===== src/rtl/subcode_sequencer.sv =====
// CD-ROM P-W subchannel capture: per-EFFK 8-pulse SCCK burst, SBCP deserialiser,
// SCOR block tagging, FWFT symbol FIFO and per-block interrupt.
module subcode_sequencer #(
    parameter  int SCCK_HALF     = 2,
    parameter  int FRAME_SYMBOLS = 98,
    parameter  int FIFO_DEPTH    = 16,
    localparam int AW            = $clog2(FIFO_DEPTH)
) (
    input  logic        CCK,
    input  logic        IFRST_n,
    input  logic        EN,
    input  logic        EFFK,
    input  logic        SCOR,
    input  logic        SBCP,
    output logic        SCCK,
    output logic [7:0]  SUB_DATA,
    output logic        SUB_SYNC,
    output logic        SUB_VALID,
    input  logic        SUB_RD,
    output logic [AW:0] LEVEL,
    output logic        OVF,
    output logic        MISS,
    output logic        INT_n,
    input  logic        INT_ACK
);

    localparam int PW = (SCCK_HALF > 1) ? $clog2(SCCK_HALF) : 1;
    localparam int CW = $clog2(FRAME_SYMBOLS);

    typedef enum logic [1:0] {
        ST_IDLE,
        ST_HI,
        ST_LO,
        ST_STORE
    } state_t;

    state_t r_state;
    state_t w_state_nx;

    logic [1:0]    r_effk_s;
    logic [1:0]    r_scor_s;
    logic [1:0]    r_sbcp_s;
    logic          r_effk_d;
    logic          r_scor_d;
    logic [PW-1:0] r_phase;
    logic [2:0]    r_bit;
    logic [7:0]    r_shift;
    logic          r_scck;
    logic          r_sync_pend;
    logic [CW-1:0] r_symcnt;
    logic          r_int;
    logic          r_ovf;
    logic          r_miss;
    logic [8:0]    r_mem [FIFO_DEPTH];
    logic [AW-1:0] r_wp;
    logic [AW-1:0] r_rp;
    logic [AW:0]   r_cnt;

    logic w_effk_rise;
    logic w_scor_rise;
    logic w_last;
    logic w_push;
    logic w_pop;
    logic w_full;
    logic w_push_ok;
    logic w_wrap;
    logic [AW-1:0] w_rd_idx;

    assign w_effk_rise = r_effk_s[1] & ~r_effk_d;
    assign w_scor_rise = r_scor_s[1] & ~r_scor_d;
    assign w_last      = (r_phase == PW'(SCCK_HALF - 1));
    assign w_push      = (r_state == ST_STORE);
    assign w_pop       = SUB_RD & (r_cnt != '0);
    assign w_full      = (r_cnt == (AW+1)'(FIFO_DEPTH));
    assign w_push_ok   = w_push & (~w_full | w_pop);
    assign w_wrap      = (r_symcnt == CW'(FRAME_SYMBOLS - 1));

    always_comb begin
        w_state_nx = r_state;
        unique case (r_state)
            ST_IDLE:  if (w_effk_rise && EN) w_state_nx = ST_HI;
            ST_HI:    if (w_last) w_state_nx = ST_LO;
            ST_LO: begin
                if (w_last)
                    w_state_nx = (r_bit == 3'd7) ? ST_STORE : ST_HI;
            end
            ST_STORE: w_state_nx = ST_IDLE;
            default:  w_state_nx = ST_IDLE;
        endcase
    end

    always_ff @(posedge CCK or negedge IFRST_n) begin
        if (!IFRST_n) begin
            r_effk_s <= '0;
            r_scor_s <= '0;
            r_sbcp_s <= '0;
            r_effk_d <= 1'b0;
            r_scor_d <= 1'b0;
        end else begin
            r_effk_s <= {r_effk_s[0], EFFK};
            r_scor_s <= {r_scor_s[0], SCOR};
            r_sbcp_s <= {r_sbcp_s[0], SBCP};
            r_effk_d <= r_effk_s[1];
            r_scor_d <= r_scor_s[1];
        end
    end

    // SCCK is registered from the next state so the pin never glitches.
    always_ff @(posedge CCK or negedge IFRST_n) begin
        if (!IFRST_n) begin
            r_state <= ST_IDLE;
            r_phase <= '0;
            r_bit   <= '0;
            r_shift <= '0;
            r_scck  <= 1'b0;
        end else begin
            r_state <= w_state_nx;
            r_scck  <= (w_state_nx == ST_HI);
            if (r_state == ST_HI || r_state == ST_LO)
                r_phase <= w_last ? '0 : r_phase + PW'(1);
            else
                r_phase <= '0;
            if (r_state == ST_IDLE)
                r_bit <= '0;
            else if (r_state == ST_LO && w_last)
                r_bit <= r_bit + 3'd1;
            if (r_state == ST_LO && w_last)
                r_shift <= {r_shift[6:0], r_sbcp_s[1]};
        end
    end

    // A SCOR edge coinciding with STORE tags the following symbol.
    always_ff @(posedge CCK or negedge IFRST_n) begin
        if (!IFRST_n) begin
            r_sync_pend <= 1'b0;
            r_symcnt    <= '0;
            r_int       <= 1'b0;
            r_ovf       <= 1'b0;
            r_miss      <= 1'b0;
        end else begin
            if (w_scor_rise)
                r_sync_pend <= 1'b1;
            else if (w_push)
                r_sync_pend <= 1'b0;
            if (w_scor_rise)
                r_symcnt <= '0;
            else if (w_push_ok)
                r_symcnt <= w_wrap ? '0 : r_symcnt + CW'(1);
            if (w_push_ok && w_wrap)
                r_int <= 1'b1;
            else if (INT_ACK)
                r_int <= 1'b0;
            if (w_push && !w_push_ok)
                r_ovf <= 1'b1;
            else if (INT_ACK)
                r_ovf <= 1'b0;
            if (w_effk_rise && r_state != ST_IDLE)
                r_miss <= 1'b1;
            else if (INT_ACK)
                r_miss <= 1'b0;
        end
    end

    always_ff @(posedge CCK or negedge IFRST_n) begin
        if (!IFRST_n) begin
            r_wp  <= '0;
            r_rp  <= '0;
            r_cnt <= '0;
            for (int i = 0; i < FIFO_DEPTH; i++)
                r_mem[i] <= '0;
        end else begin
            if (w_push_ok) begin
                r_mem[r_wp] <= {r_sync_pend, r_shift};
                r_wp        <= r_wp + AW'(1);
            end
            if (w_pop)
                r_rp <= r_rp + AW'(1);
            if (w_push_ok && !w_pop)
                r_cnt <= r_cnt + (AW+1)'(1);
            else if (!w_push_ok && w_pop)
                r_cnt <= r_cnt - (AW+1)'(1);
        end
    end

    // When empty, the slot behind the read pointer still holds the last head.
    assign w_rd_idx  = (r_cnt == '0) ? r_rp - AW'(1) : r_rp;
    assign SUB_DATA  = r_mem[w_rd_idx][7:0];
    assign SUB_SYNC  = r_mem[w_rd_idx][8];
    assign SUB_VALID = (r_cnt != '0);
    assign LEVEL     = r_cnt;
    assign SCCK      = r_scck;
    assign OVF       = r_ovf;
    assign MISS      = r_miss;
    assign INT_n     = ~r_int;

endmodule


===== config.mk =====
export PLATFORM = sky130hd
export DESIGN_NAME = subcode_sequencer
export DESIGN_NICKNAME = d
export VERILOG_FILES = /design/src/rtl/subcode_sequencer.sv
export SDC_FILE = /design/constraint.sdc
export NUM_CORES = 1
export LEC_CHECK = 0
export ABC_AREA = 1
export CAP_MARGIN = 25
export CORE_ASPECT_RATIO = 1.5
export CORE_UTILIZATION = 35
export DETAILED_ROUTE_END_ITERATION = 10
export PLACE_DENSITY = 0.53
export SYNTH_ARGS = -nofsm -noshare
export SYNTH_HDL_FRONTEND = slang
export SYNTH_SLANG_ARGS = --single-unit

===== constraint.sdc =====
create_clock -name CCK -period 2.8 [get_ports CCK]
set_input_delay 0.28 -clock CCK [delete_from_list [all_inputs] [get_ports CCK]]
set_output_delay 0.28 -clock CCK [all_outputs]
set_load 0.02 [all_outputs]

==> flow_summary_export.csv <==
group,metric,value,unit
status,status,"completed",
critical_path,cp_data_arrival_time,2.39,ns
yosys,ys_warn_count,0,
placement,io_buffers,26,
floorplanning,core_area,26500,um^2
global_route,busiest_layer,"met2",
yosys,ys_ff_latch,191,
routing,ant_nets,0,
yosys,yosysMostFrequentCell,"nand2_1",
yosys,synth.area.top_cells,"dfrtp_1, nand2_1, o21ai_0",
critical_path,slowest_stage,"dfrtp_1",
pwr,ir_drop,0.601,mV
sta,tightestPinTransition,0.843,ns
worst_hold_path,hold_path.class,"input port to flop",
placement,globalplace.congestion,0.868,
global_route,grt_pass1_wl,42300,um
sta,clock.fmax,374,MHz
critical_path,slowest_delay,0.36,ns
critical_path,critPathKind,"flop to output pin",
global_route,grtUsageTotal,20.2,%
clocking,root_buffer,"clkbuf_16",
placement,hpwl,17200,um
global_route,grt_use_met1,25.5,%
sta,skew,0.0124,ns
routing,vias,7587,
routing,routed_wl,26000,um
yosys,ys_types,39,
cells_and_area,final_net_count,1224,
floorplanning,start_util,35.7,%
routing,wl_per_cell,16.8,um
critical_path,cp.required,2.52,ns
global_route,use_met2,34.2,%
global_route,grt-ovfl-total,0,
floorplanning,die_x,136,um
cells_and_area,drive_above_1_share,9.67,%
global_route,grt_pass1_vias,7406,
yosys,yosysTopAreaCell,"dfrtp_1",
critical_path,cp_common_cell,"nand3_1",
clocking,clockBufferDepth,2,
routing,viasPerCell,4.90,
global_route,grt_use_met3,2.98,%
critical_path,critPathMaxFanout,18,
floorplanning,dieHeight,203,um
yosys,synth-async-reset-ratio,100,%
sta,drv_slew,0,
yosys,synth_commonest_cells,"nand2_1, dfrtp_1, inv_1",
clocking,cts_inserted_buffers,17,
sta,tns,0,ns
clocking,htreeDepth,4,
clocking,clk-insertion-delay-late,0.45,ns
yosys,synth_edf_count,0,
critical_path,path_buf_inv,5,
cells_and_area,num_antenna_cells,0,
cells_and_area,final_area,10800,um^2
yosys,synth_cells,1169,
clocking,cts_tree,"done",
sta,hold_viol,0,
sta,setup_violations,0,
pwr,power.leakage,0.00495,uW
routing,dr.pass1.iters,5,
floorplanning,rows,73,
sta,period_needed,2.67,ns
yosys,syn-cell-area,9450,um^2
critical_path,cp-start-kind,"flop",
routing,route.detailed.drc,0,
floorplanning,ios,27,
sta,min_period_over_period,95.5,%
critical_path,cp_top_family,"buffers and inverters",
global_route,grt_max_degree,76,
yosys,yosysSeqAreaShare,50.6,%
critical_path,path_cells,"inv_1 > ha_4 > inv_1 > o21ai_4 > buf_4 > buf_16 > nand3_1 > nand3_1 > nand3_1 > nand2_1 > buf_4",
clocking,cts.sinks,191,
global_route,grt_antenna_before_repair,0,
sta,rsz0062_at_grt,"no",
routing,drt-initial-drc-count,544,
yosys,synth.net_count,1196,
flow_run,drv_cap,0,
yosys,syn_area_per_cell,8.08,um^2
clocking,path_clk_slew,0.08,ns
sta,maxSlewHeadroom,43.7,%
floorplanning,fp.dieArea,27700,um^2
yosys,synth_ff_type,"dfrtp_1",
critical_path,critPathCaptureType,"output pin",
cells_and_area,syn_to_final_growth,14.3,%
pwr,power_density,953,nW/um^2
placement,placed_cell_area,10100,um^2
yosys,synth.top_cell.area_share,50.6,%
-- sequential cells by signal (all words and copies together) (netlist names) --
| signal | count |
|---|---|
| r_mem | 144 |
| r_shift | 8 |
| r_symcnt | 7 |
| LEVEL | 5 |
| r_rp | 4 |
| r_wp | 4 |
| r_bit | 3 |
| r_effk_s | 2 |
| r_sbcp_s | 2 |
| r_scor_s | 2 |
| r_state | 2 |
| MISS | 1 |
| OVF | 1 |
| SCCK | 1 |
| r_effk_d | 1 |
| r_int | 1 |
| r_phase | 1 |
| r_scor_d | 1 |
| r_sync_pend | 1 |
-- logic make-up after synthesis --
| kind of cell | after synthesis | synth area share [%] |
|---|---|---|
| flops | 191 | 50.6 |
| buf+inv | 236 | 10.4 |
| simple gates | 528 | 25.0 |
| compound gates | 184 | 10.2 |
| xor+xnor | 11 | 1.22 |
| fa+ha+maj | 19 | 2.60 |
-- worst paths after layout --
kind | cells after the start | start | to | slack (ns)
setup / recovery | 11 | r_rp[0] | SUB_DATA[0] | 0.13
hold / removal | 1 | SCOR | r_scor_s[0] | 0.26
setup reg to reg | 13 | LEVEL[3] | LEVEL[4] | 0.23
hold reg to reg | 0 | r_sbcp_s[0] | r_sbcp_s[1] | 0.35
max in group asynchronous | 3 | IFRST_n | r_shift[7] | 1.60
min in group asynchronous | 2 | IFRST_n | LEVEL[2] | 0.43
-- cell usage in the layout (no fill, tap or decap), types with 4 or more instances in the layout --
cell type / synthesis / routed
dfrtp_1: 191 / 190
buf_12: 0 / 6
clkdlybuf4s50_1: 0 / 16
nor2_1: 20 / 20
clkbuf_16: 0 / 17
ha_1: 18 / 17
o21ai_0: 158 / 158
clkinv_4: 1 / 6
buf_2: 17 / 5
inv_8: 0 / 4
nand3_1: 147 / 142
xor2_1: 8 / 8
inv_6: 0 / 4
inv_1: 182 / 182
nand3b_1: 9 / 9
nand2_2: 7 / 8
a21oi_1: 13 / 13
nand3_2: 12 / 17
buf_4: 3 / 22
nand2_1: 320 / 319
-- area by class of cell --
type / instances / area [um^2]
fillers: 2799 / 15700
flip-flops and latches: 191 / 4780
multi-input cells: 742 / 3730
inverters: 187 / 709
repair buffers: 57 / 559
clock buffers: 17 / 425
well taps: 337 / 422
clock inverters: 15 / 164
repair inverters: 1 / 8.76
-- metal layers --
metal | vias up | part of all wire (%)
li1 | 3752 | -
met2 | 147 | 50
met5 | - | 0
met1 | 3648 | 43
met4 | 0 | 3.3
met3 | 40 | 2.8
-- repair_timing --
item	CTS	global route
setup endpoints to repair	9	10
endpoints found under the hold margin	69	0
hold buffers	1	0
buffers inserted	4	0
gates cloned	2	0
pin swaps	4	2
resized for setup	28	19
-- report_power, final --
part / switching [uW] / internal (uW) / leakage, uW
Combinational: 3120 / 1630 / 0.00206
Sequential: 163 / 2940 / 0.00260
Clock: 1240 / 1200 / 0.000289
Total: 4530 / 5770 / 0.00495
-- through the flow --
step / total power [uW] / setup slack [ns] / utilization (%) / cells / hold slack (ns)
6_report: 10300 / 0.127 / 40.8 / 1547 / 0.258
5_1_grt: 11000 / 0.0105 / 40.8 / 1547 / 0.253
4_1_cts: 10400 / -0.0153 / 40.9 / 1547 / 0.238
3_5_place_dp: 7800 / 0.132 / 38.2 / 1508 / 0.338
3_3_place_gp: 7780 / 0.185 / 38.2 / 1508 / 0.333
2_1_floorplan: 6080 / 0.267 / - / 1169 / -0.0156
Note: power is estimated with default switching activity, not from simulation.
